<file path="src/rtl/host_packet_streamer_pkg.sv">
// Shared types and constants for the host packet streamer.
package host_stream_pkg;

    localparam int HDR_BYTES    = 3;
    localparam int MATCH_CODE_W = 8;
    localparam int DROP_CNT_W   = 16;

    typedef enum logic [1:0] {
        IDLE    = 2'd0,
        HDR     = 2'd1,
        PAYLOAD = 2'd2,
        DONE    = 2'd3
    } state_e;

    function automatic logic [DROP_CNT_W-1:0] sat_inc(input logic [DROP_CNT_W-1:0] v);
        return (&v) ? v : v + 1'b1;
    endfunction

endpackage

</file>
<file path="src/rtl/host_packet_streamer_if.sv">
// Host-side byte stream (valid/ready with last marker).
interface host_stream_if;
    logic [7:0] m_tdata;
    logic       m_tvalid;
    logic       m_tready;
    logic       m_tlast;

    modport master (output m_tdata, output m_tvalid, output m_tlast, input m_tready);
    modport slave  (input m_tdata, input m_tvalid, input m_tlast, output m_tready);
endinterface

</file>
<file path="src/rtl/host_packet_streamer_skid.sv">
// Two-entry (data, last) buffer that soaks up the one-cycle packet buffer read latency.
module host_skid_fifo (
    input  logic       clk,
    input  logic       rst,
    input  logic       in_valid,
    output logic       in_ready,
    input  logic [7:0] in_data,
    input  logic       in_last,
    output logic       out_valid,
    input  logic       out_ready,
    output logic [7:0] out_data,
    output logic       out_last,
    output logic [1:0] count
);
    logic [8:0] mem_q [2];
    logic       wr_ptr_q;
    logic       rd_ptr_q;
    logic [1:0] count_q;
    logic       push;
    logic       pop;

    assign in_ready  = (count_q != 2'd2);
    assign out_valid = (count_q != 2'd0);
    assign push      = in_valid && in_ready;
    assign pop       = out_valid && out_ready;
    assign out_data  = mem_q[rd_ptr_q][7:0];
    assign out_last  = mem_q[rd_ptr_q][8];
    assign count     = count_q;

    generate
        for (genvar gi = 0; gi < 2; gi++) begin : g_entry
            always_ff @(posedge clk) begin
                if (rst) begin
                    mem_q[gi] <= '0;
                end else if (push && (wr_ptr_q == 1'(gi))) begin
                    mem_q[gi] <= {in_last, in_data};
                end
            end
        end
    endgenerate

    always_ff @(posedge clk) begin
        if (rst) begin
            wr_ptr_q <= 1'b0;
            rd_ptr_q <= 1'b0;
            count_q  <= 2'd0;
        end else begin
            if (push) wr_ptr_q <= ~wr_ptr_q;
            if (pop)  rd_ptr_q <= ~rd_ptr_q;
            case ({push, pop})
                2'b10:   count_q <= count_q + 2'd1;
                2'b01:   count_q <= count_q - 2'd1;
                default: count_q <= count_q;
            endcase
        end
    end
endmodule

</file>
<file path="src/rtl/host_packet_streamer.sv">
// Streams a completed packet (3-byte header + payload) from the packet buffer to the host.
// Build option: HOST_STREAMER_DROP_UNMATCHED_EN releases match_code==0 packets without streaming them.
module host_packet_streamer
    import host_stream_pkg::*;
#(
    parameter int MAX_PACKET_LEN = 1500,
    parameter int ADDR_W         = 11
) (
    input  logic                    clk,
    input  logic                    rst,
    input  logic                    match_valid,
    input  logic [MATCH_CODE_W-1:0] match_code,
    input  logic [ADDR_W-1:0]       pkt_len,
    output logic [ADDR_W-1:0]       rd_addr,
    output logic                    rd_en,
    input  logic [7:0]              rd_data,
    output logic                    buf_release,
    output logic                    busy,
    host_stream_if.master           m,
    output logic [DROP_CNT_W-1:0]   drop_count
);
`ifdef HOST_STREAMER_DROP_UNMATCHED_EN
    localparam bit DROP_UNMATCHED = 1'b1;
`else
    localparam bit DROP_UNMATCHED = 1'b0;
`endif
    localparam logic [ADDR_W-1:0] MAX_LEN  = ADDR_W'(MAX_PACKET_LEN);
    localparam logic [1:0]        HDR_LAST = 2'(HDR_BYTES - 1);

    state_e                  state_q, state_d;
    logic [MATCH_CODE_W-1:0] code_q, code_d;
    logic [ADDR_W-1:0]       len_q, len_d;
    logic [1:0]              hdr_idx_q, hdr_idx_d;
    logic [ADDR_W-1:0]       rd_addr_q, rd_addr_d;
    logic                    rd_done_q, rd_done_d;
    logic                    rd_inflight_q;
    logic                    rd_last_q;
    logic [DROP_CNT_W-1:0]   drop_cnt_q, drop_cnt_d;

    logic [ADDR_W-1:0] len_clamped;
    logic              rd_issue;
    logic              rd_is_last;
    logic [2:0]        credit_used;
    logic              fifo_in_ready;
    logic              fifo_out_valid;
    logic              fifo_out_ready;
    logic [7:0]        fifo_out_data;
    logic              fifo_out_last;
    logic [1:0]        fifo_count;
    logic              pay_pop;
    logic [7:0]        tdata_c;
    logic              tvalid_c;
    logic              tlast_c;

    assign len_clamped = (pkt_len > MAX_LEN) ? MAX_LEN : pkt_len;
    assign pay_pop     = fifo_out_valid && fifo_out_ready;
    assign credit_used = {1'b0, fifo_count} + {2'b0, rd_inflight_q};
    assign rd_is_last  = (rd_addr_q == len_q - 1'b1);

    // A read may issue if its data will find a slot one cycle later, counting this cycle's pop.
    assign rd_issue = ((state_q == HDR) || (state_q == PAYLOAD)) && !rd_done_q
                      && (credit_used < (3'd2 + {2'b0, pay_pop}));

    always_comb begin
        state_d        = state_q;
        code_d         = code_q;
        len_d          = len_q;
        hdr_idx_d      = hdr_idx_q;
        rd_addr_d      = rd_addr_q;
        rd_done_d      = rd_done_q;
        drop_cnt_d     = drop_cnt_q;
        tdata_c        = '0;
        tvalid_c       = 1'b0;
        tlast_c        = 1'b0;
        fifo_out_ready = 1'b0;

        unique case (state_q)
            IDLE: begin
                if (match_valid) begin
                    code_d    = match_code;
                    len_d     = len_clamped;
                    hdr_idx_d = '0;
                    rd_addr_d = '0;
                    rd_done_d = (len_clamped == '0);
                    if (DROP_UNMATCHED && (match_code == '0)) begin
                        state_d    = DONE;
                        drop_cnt_d = sat_inc(drop_cnt_q);
                    end else begin
                        state_d = HDR;
                    end
                end
            end
            HDR: begin
                tvalid_c = 1'b1;
                case (hdr_idx_q)
                    2'd0:    tdata_c = code_q;
                    2'd1:    tdata_c = 8'(len_q >> 8);
                    default: tdata_c = len_q[7:0];
                endcase
                tlast_c = (hdr_idx_q == HDR_LAST) && (len_q == '0);
                if (m.m_tready) begin
                    if (hdr_idx_q == HDR_LAST) begin
                        state_d = (len_q == '0) ? DONE : PAYLOAD;
                    end else begin
                        hdr_idx_d = hdr_idx_q + 2'd1;
                    end
                end
            end
            PAYLOAD: begin
                fifo_out_ready = m.m_tready;
                tvalid_c       = fifo_out_valid;
                tdata_c        = fifo_out_data;
                tlast_c        = fifo_out_valid && fifo_out_last;
                if (pay_pop && fifo_out_last) state_d = DONE;
            end
            DONE: begin
                state_d = IDLE;
            end
            default: state_d = IDLE;
        endcase

        if (match_valid && (state_q != IDLE)) drop_cnt_d = sat_inc(drop_cnt_q);

        if (rd_issue) begin
            if (rd_is_last) rd_done_d = 1'b1;
            else            rd_addr_d = rd_addr_q + 1'b1;
        end
    end

    always_ff @(posedge clk) begin
        if (rst) begin
            state_q       <= IDLE;
            code_q        <= '0;
            len_q         <= '0;
            hdr_idx_q     <= '0;
            rd_addr_q     <= '0;
            rd_done_q     <= 1'b1;
            rd_inflight_q <= 1'b0;
            rd_last_q     <= 1'b0;
            drop_cnt_q    <= '0;
        end else begin
            state_q       <= state_d;
            code_q        <= code_d;
            len_q         <= len_d;
            hdr_idx_q     <= hdr_idx_d;
            rd_addr_q     <= rd_addr_d;
            rd_done_q     <= rd_done_d;
            rd_inflight_q <= rd_issue;
            rd_last_q     <= rd_issue && rd_is_last;
            drop_cnt_q    <= drop_cnt_d;
            assert (!rd_inflight_q || fifo_in_ready);
        end
    end

    host_skid_fifo u_skid (
        .clk       (clk),
        .rst       (rst),
        .in_valid  (rd_inflight_q),
        .in_ready  (fifo_in_ready),
        .in_data   (rd_data),
        .in_last   (rd_last_q),
        .out_valid (fifo_out_valid),
        .out_ready (fifo_out_ready),
        .out_data  (fifo_out_data),
        .out_last  (fifo_out_last),
        .count     (fifo_count)
    );

    assign rd_en       = rd_issue;
    assign rd_addr     = rd_addr_q;
    assign buf_release = (state_q == DONE);
    assign busy        = (state_q != IDLE);
    assign drop_count  = drop_cnt_q;
    assign m.m_tdata   = tdata_c;
    assign m.m_tvalid  = tvalid_c;
    assign m.m_tlast   = tlast_c;
endmodule

</file>
<file path="src/flat_wrapper.sv">
// flat-port wrapper written by rule: the top's interface ports become plain ports
module host_packet_streamer_flat import host_stream_pkg::*;
#(
    parameter int MAX_PACKET_LEN = 1500,
    parameter int ADDR_W         = 11
)
  (clk, rst, match_valid, match_code, pkt_len, rd_addr, rd_en, rd_data, buf_release, busy, drop_count, m_m_tdata, m_m_tvalid, m_m_tlast, m_m_tready);
  host_stream_if m_i ();
  input  logic clk;
  input  logic rst;
  input  logic match_valid;
  input  logic [MATCH_CODE_W-1:0] match_code;
  input  logic [ADDR_W-1:0] pkt_len;
  output logic [ADDR_W-1:0] rd_addr;
  output logic rd_en;
  input  logic [7:0] rd_data;
  output logic buf_release;
  output logic busy;
  output logic [DROP_CNT_W-1:0] drop_count;
  output wire logic [$bits(m_i.m_tdata)-1:0] m_m_tdata;
  output wire logic [$bits(m_i.m_tvalid)-1:0] m_m_tvalid;
  output wire logic [$bits(m_i.m_tlast)-1:0] m_m_tlast;
  input wire logic [$bits(m_i.m_tready)-1:0] m_m_tready;
  assign m_m_tdata = m_i.m_tdata;
  assign m_m_tvalid = m_i.m_tvalid;
  assign m_m_tlast = m_i.m_tlast;
  assign m_i.m_tready = m_m_tready;
  host_packet_streamer #(.MAX_PACKET_LEN(MAX_PACKET_LEN), .ADDR_W(ADDR_W)) u_core (.clk(clk), .rst(rst), .match_valid(match_valid), .match_code(match_code), .pkt_len(pkt_len), .rd_addr(rd_addr), .rd_en(rd_en), .rd_data(rd_data), .buf_release(buf_release), .busy(busy), .m(m_i), .drop_count(drop_count));
endmodule
</file>
<file path="config.mk">
export PLATFORM = sky130hd
export DESIGN_NAME = host_packet_streamer_flat
export DESIGN_NICKNAME = d
export VERILOG_FILES = /design/src/rtl/host_packet_streamer_pkg.sv /design/src/rtl/host_packet_streamer_if.sv /design/src/rtl/host_packet_streamer_skid.sv /design/src/rtl/host_packet_streamer.sv /design/src/flat_wrapper.sv
export SDC_FILE = /design/constraint.sdc
export NUM_CORES = 1
export LEC_CHECK = 0
export ABC_AREA = 1
export CORE_UTILIZATION = 25
export CTS_CLUSTER_SIZE = 28
export DETAILED_ROUTE_END_ITERATION = 7
export SYNTH_ARGS = -nofsm -noshare
export SYNTH_HDL_FRONTEND = slang
export SYNTH_SLANG_ARGS = --single-unit
</file>
<file path="constraint.sdc">
create_clock -name clk -period 2.35 [get_ports clk]
set_input_delay 0.235 -clock clk [delete_from_list [all_inputs] [get_ports clk]]
set_output_delay 0.235 -clock clk [all_outputs]
set_load 0.05 [all_outputs]
</file>
Word-level counts from Yosys, hierarchy flattened
Memory sizes are Yosys's and may differ from the RTL's. A register that Yosys moved wholly into a read port is not among the register bits.
Cells that the tools add are included.
{"block": "word_totals", "ff_bits": 57, "mem_bits_rw": 18, "in_bits": 31, "output_inout_bits": 40, "word_cells": 105, "memories": 1}
{"name": "u_core.u_skid.mem_q", "depth": 2, "word_bits": 9, "read_ports": 1, "rd_ports_with_merged_regs": 1, "wr": 2, "line_no": "host_packet_streamer_skid.sv:15", "source": "logic [8:0] mem_q [2];"}
{"block": "classes", "addsub": 8, "magnitude_cmp": 2, "eq_ne": 14, "muxes": 37, "bitwise_logic": 5, "n_reduce_logical": 26}
{"operator": "$mux 11", "n": 5}
{"operator": "$pmux 8 s2", "n": 2}
{"operator": "$logic_not 11->1", "n": 2}
{"operator": "$mux 9", "n": 2}
{"operator": "$add 16x1->16 const B", "n": 1}
{"operator": "$mux 1", "n": 16}
{"operator": "$reduce_and 16->1", "n": 1}
{"operator": "$mux 2", "n": 7}
{"operator": "$ne 2x2->1 const B", "n": 6}
{"operator": "$add 11x1->11 const B", "n": 1}
{"operator": "$eq 11x11->1", "n": 1}
{"operator": "$gt 11x11->1 const B", "n": 1}
{"operator": "$logic_and 1x1->1", "n": 11}
{"operator": "$sub 11x1->11 const B", "n": 1}
{"operator": "$eq 2x2->1 const B", "n": 4}
{"operator": "$pmux 2 s2", "n": 2}
{"operator": "$pmux 2 s4", "n": 1}
{"operator": "$reduce_and 4->1", "n": 2}
{"operator": "$reduce_bool 2->1", "n": 4}
{"operator": "$eq 2x1->1 const B", "n": 3}
{"operator": "$add 2x1->2 const B", "n": 2}
{"operator": "$logic_not 2->1", "n": 2}
{"operator": "$pmux 1 s2", "n": 2}
{"operator": "$reduce_and 2->1", "n": 2}
{"operator": "8 further kinds", "n": 11}

Longest topological paths before layout
{"block": "logic_depth", "word_depth": 7, "depth_mapped": 16, "ltp_nobuf": 15}

By module
From an unflattened synthesis, not the netlist that was laid out.
{"block": "hier_totals", "hier_cells": 606, "hier_area_um2": 4335.4}
{"module": "host_packet_streamer", "instances": 1, "cells_each": 511, "area_each_um2": 3294.4}
{"module": "host_skid_fifo", "instances": 1, "cells_each": 95, "area_each_um2": 1041.0}

Least setup slack after synthesis
OpenSTA, ideal clock, no wires.
{"block": "synth_timing", "path_type": "reg-to-output", "startpoint": "register u_core.hdr_idx_q[0]", "endpoint": "output m_m_tdata[1]", "arrival_time_ps": 2149, "slack_ps": -34, "path_stages_with_launch": 9, "cell_sequence": "dfxtp_1 > inv_1 > ha_1 > clkbuf_1 > or2_2 > clkbuf_1 > o211ai_1 > nand2_1 > a21oi_1"}
{"block": "synth_via", "elab_chain_len": 3, "elab_cells_between_ends": 4, "classes_between": "eq/ne: 1; mux: 2; reduce/logical: 1"}
{"element": "start: declaration", "line_no": "host_packet_streamer.sv:33", "source": "logic [1:0] hdr_idx_q, hdr_idx_d;"}
{"element": "start signal: assignment", "line_no": "host_packet_streamer.sv:145", "source": "hdr_idx_q <= hdr_idx_d;"}
{"element": "$eq 2x1->1 or $logic_not 2->1 (tied branches)", "line_no": "host_packet_streamer.sv:95", "source": "case (hdr_idx_q)"}
{"element": "$pmux 8 s2 *", "line_no": "host_packet_streamer.sv:95"}
{"element": "$pmux 8 s2 *", "line_no": "host_packet_streamer.sv:77", "source": "unique case (state_q)"}
{"element": "end: declaration", "line_no": "flat_wrapper.sv:20", "source": "output wire logic [$bits(m_i.m_tdata)-1:0] m_m_tdata;"}
Every way passes the cells marked *; elsewhere a longest branch is shown, timed or not.

Worst setup path after layout
{"block": "layout_timing", "startpoint": "register u_core.hdr_idx_q[0]", "endpoint": "output m_m_tdata[0]"}
Same word-level chain as after synthesis.

==> run_results.csv <==
group,metric,value,unit
drt,vias_per_cell,4.42,
clocking,cts-resized-gates,0,
critical_path,crit_path_cell_trace,"inv_1 -> ha_2 -> or2_4 -> o221ai_1 -> nand2_1 -> a21oi_2 -> buf_12",
critical_path,crit_path_end,"m_m_tdata[0]",
critical_path,critical_path.reg2reg.startpoint,"u_core.len_q[0]",
drt,via_count,4092,
logic_synthesis,combinational_family_with_the_most_area_after_synthesis,"simple AND/OR/NAND/NOR gates",
logic_synthesis,avgSynthCellArea,6.87,sq um
drt,detail_route.iter0.violations,190,
final_layout,layout-area-overhead-vs-synth,32.2,%
critical_path,total_stage_count_of_the_critical_path,7,
critical_path,critical_path.n_buffers_inverters,2,
placed_design,io_buffer_count,70,
run_status,run_status,"finished clean",
drt,routedWlPerCell,12.8,um
floorplan,initial_utilization,25.8,%
worst_hold_path,worst_hold_path_type,"register to register",
drt,wl,11800,um
global_routing,first_pass_grt_wire_length,19700,um
final_layout,fraction_of_layout_cells_with_a_size_suffix_above_1,9.21,%
critical_path,reg2reg_to,"u_core.rd_addr[4]",
power,cellPowerDensity,913,nW/um^2
logic_synthesis,post_synthesis_xor_xnor_area_fraction,2.85,%
critical_path,crit_slowest_cell,"sky130_fd_sc_hd__dfxtp_1",
global_routing,grt_max_degree,27,
drt,antenna_left,0,
critical_path,end_kind,"primary output",
floorplan,top_level_ports,71,
global_routing,globalRouteOverflowTotal,0,
logic_synthesis,syn-cell-area,4310,sq um
clocking,tritoncts.num_buffers,9,
global_routing,gr_util_all_layers,14.1,%
power,peak_supply_drop,0.000408,V
logic_synthesis,async_flop_share,0,%
critical_path,worst_path_dominant_cell_family,"simple AND/OR/NAND/NOR gates",
critical_path,critPathMaxFanout,9,
final_layout,mostFrequentLayoutCells,"130 x sky130_fd_sc_hd__nand2_1, 103 x sky130_fd_sc_hd__nor2_1, 81 x sky130_fd_sc_hd__inv_1, 58 x sky130_fd_sc_hd__dfxtp_1, 58 x sky130_fd_sc_hd__clkdlybuf4s50_1",
drt,drt_pass1_iterations,4,
final_layout,fin_cells,926,
floorplan,die_h,133,um
power,power.share.combinational,42.6,%
logic_synthesis,synthDistinctLibCells,35,
logic_synthesis,synth-main-ff-cell,"sky130_fd_sc_hd__dfxtp_1",
sta,fin_crit_sh,92.3,%
critical_path,worst-r2r-cell-count,13,
placed_design,post-dp-hpwl,8750,um
power,power.net_switching,0.00216,W
sta,setup-tns-final,0,ns
logic_synthesis,ys_seq_area_share,39.5,%
logic_synthesis,synthMuxAreaShare,0,%
clocking,post-cts-setup-buffers,0,
critical_path,setup.reg_to_reg.worst_slack,0.25,ns
global_routing,antenna_violations_before_repair,1,
drt,drcViolationCount,0,
critical_path,criticalPathCategory,"register to primary output",
logic_synthesis,synth_edf_count,18,
critical_path,timing.critical_path.slowest_cell_delay,0.33,ns
placed_design,dp_cells,910,
power,internal_power,0.00304,W
logic_synthesis,synth_compound_area_share,14.1,%
sta,postLayoutSetupSlackWorst,0.182,ns
final_layout,final_util,34.1,%
logic_synthesis,synthAdderAreaFrac,4.07,%
sta,worst_slew_margin_rel,64.3,%
final_layout,number_of_nets_in_the_finished_design,746,
floorplan,rows,47,
sta,timing.final.crit_period,2.17,ns
sta,finalClockSkew,0.00742,ns
placed_design,dpl_worst_slack,0.270,ns
clocking,worstSkewPairLatency,0.34,ns
clocking,ctsRootBufferMaster,"sky130_fd_sc_hd__clkbuf_16",
power,switching_share,41.5,%
critical_path,crit_path_start_kind,"register",
sta,tightest_slew,0.534,ns
power,power.clock.fraction,23.8,%
final_layout,diodes,0,
job,max-cap-violations,0,
sta,highest_clock_rate,461,MHz
floorplan,horizontal_die_dimension,133,um
final_layout,layout_commonest_cell,"sky130_fd_sc_hd__nand2_1",
floorplan,core_area,16700,sq um
logic_synthesis,synth_warnings,0,
clocking,clock_sink_count,76,
power,sequential_cell_fraction_of_total_power,33.5,%
clocking,clk_transition_reported_paths,0.06,ns
clocking,tritoncts,"done",
floorplan,die_area,17800,sq um
clocking,cts_hold_repair.buffers,0,
logic_synthesis,syn_inst,627,
global_routing,vias_in_the_first_global_route,3964,
sta,final_max_slew_viol_count,0,
sta,setup_violations,0,
critical_path,data_required_critical_path,2.12,ns
clocking,clock_path_buffers,2,
power,p_leak,2.34,nW
sta,grt_setup_unrepaired,"true",
clocking,htreeDepth,3,
sta,final-hold-violation-count,0,
critical_path,critical_path_launch_point,"u_core.hdr_idx_q[0]",
logic_synthesis,post_synthesis_share_of_cell_area_spent_on_and_or_nand_and_nor_gates,30.1,%
logic_synthesis,synth.ff_latch_count,76,
critical_path,worst_ep_arrival_time,1.93,ns
placed_design,gp_congestion,0.923,
logic_synthesis,synth_fp_nets,672,
[logic make-up (layout without fill, tap and decap cells)]
kind of cell / count (synthesis) / after routing
and+or+nand+nor: 309 / 309
AOI/OAI and AO/OA: 111 / 111
buffers and inverters: 103 / 182
DFF: 76 / 76
adders and majority gates: 14 / 14
xor gates and xnor gates: 14 / 14
[per-layer routing]
metal  share of wire, %  global-route usage, %  wire [um]
met2                 44                   22.6       5220
met3                6.3                   4.45        741
met5                  0                      0          0
met1                 48                   17.8       5670
met4                1.5                   4.42        176
[layout make-up]
type,instances,area (sq um)
clock buffer,13,240
clock inverter,3,15.0
fill,1830,11000
inverter,84,315
multi-input combinational,448,2240
sequential,76,1700
tap,220,275
timing repair buffer,82,903
[state kept, by name, indices dropped and copies added, names as in the netlist, named ones only]
signal	count
u_core.rd_last_q	1
u_core.u_skid.mem_q	18
u_core.len_q	11
u_core.u_skid.wr_ptr_q	1
u_core.hdr_idx_q	2
u_core.rd_inflight_q	1
u_core.code_q	8
u_core.u_skid.count	2
u_core.drop_count	16
u_core.state_q	2
u_core.rd_addr	11
u_core.rd_done_q	1
u_core.u_skid.rd_ptr_q	1
[power by group through the flow]
| stage | registers [W] | clock network [W] | logic (W) |
|---|---|---|---|
| after floorplan | 0.00189 | 0 | 0.00137 |
| after global placement | 0.00177 | 0 | 0.00219 |
| after detailed placement | 0.00177 | 0 | 0.00219 |
| after CTS | 0.00174 | 0.00128 | 0.00220 |
| after global routing | 0.00178 | 0.00133 | 0.00249 |
| final | 0.00174 | 0.00124 | 0.00222 |
[tightest hold or removal path, stage by stage, from the launching register on]
cell and delay (ns):
sky130_fd_sc_hd__dfxtp_1 0.33, sky130_fd_sc_hd__nor2_1 0.05, sky130_fd_sc_hd__nor2_1 0.08
[worst min-delay path by stage]
stage / from / end / slack [ns] / cells after the start
after CTS: u_core.code_q[1] / u_core.code_q[1] / 0.49 / 2
after global placement: u_core.u_skid.rd_ptr_q / u_core.u_skid.rd_ptr_q / 0.47 / 1
final: u_core.code_q[1] / u_core.code_q[1] / 0.49 / 2
after global routing: u_core.len_q[0] / u_core.len_q[0] / 0.51 / 2
after detailed placement: u_core.code_q[0] / u_core.code_q[0] / 0.48 / 2
after floorplan: pkt_len[3] / u_core.len_q[3] / 0.37 / 2
[per-stage QoR]
stage | power, W | hold slack, ns | area (sq um)
floorplan | 0.00326 | 0.366 | 4340
global placement | 0.00396 | 0.473 | 5420
detailed placement | 0.00396 | 0.478 | 5420
CTS | 0.00522 | 0.493 | 5680
global route | 0.00560 | 0.508 | 5700
finish | 0.00520 | 0.489 | 5700
[synth_stat cells, types with 2 or more instances]
cell	instances	share of area, %
sky130_fd_sc_hd__o221ai_1	2	0.41
sky130_fd_sc_hd__clkbuf_1	11	0.96
sky130_fd_sc_hd__inv_1	81	7.1
sky130_fd_sc_hd__nor2_1	103	9.0
sky130_fd_sc_hd__a21boi_1	3	0.52
sky130_fd_sc_hd__xor2_1	13	2.6
sky130_fd_sc_hd__o21ai_0	45	5.2
sky130_fd_sc_hd__nand3_1	39	4.5
sky130_fd_sc_hd__o21a_1	5	0.87
sky130_fd_sc_hd__nand2_1	130	11
sky130_fd_sc_hd__o21ai_1	2	0.23
sky130_fd_sc_hd__edfxtp_1	18	13
sky130_fd_sc_hd__nand4_1	4	0.58
sky130_fd_sc_hd__nor3_1	13	1.5
sky130_fd_sc_hd__or2_2	3	0.44
sky130_fd_sc_hd__a21oi_1	45	5.2
sky130_fd_sc_hd__a211oi_1	5	0.87
sky130_fd_sc_hd__ha_1	14	4.1
sky130_fd_sc_hd__inv_2	2	0.17
sky130_fd_sc_hd__dfxtp_1	58	27
sky130_fd_sc_hd__nor2_2	9	1.3
sky130_fd_sc_hd__buf_6	2	0.52
sky130_fd_sc_hd__nand2_2	3	0.44
sky130_fd_sc_hd__buf_2	4	0.46
sky130_fd_sc_hd__nand3b_1	2	0.35
sky130_fd_sc_hd__buf_1	2	0.17
Note: power is estimated with default switching activity, not from simulation.
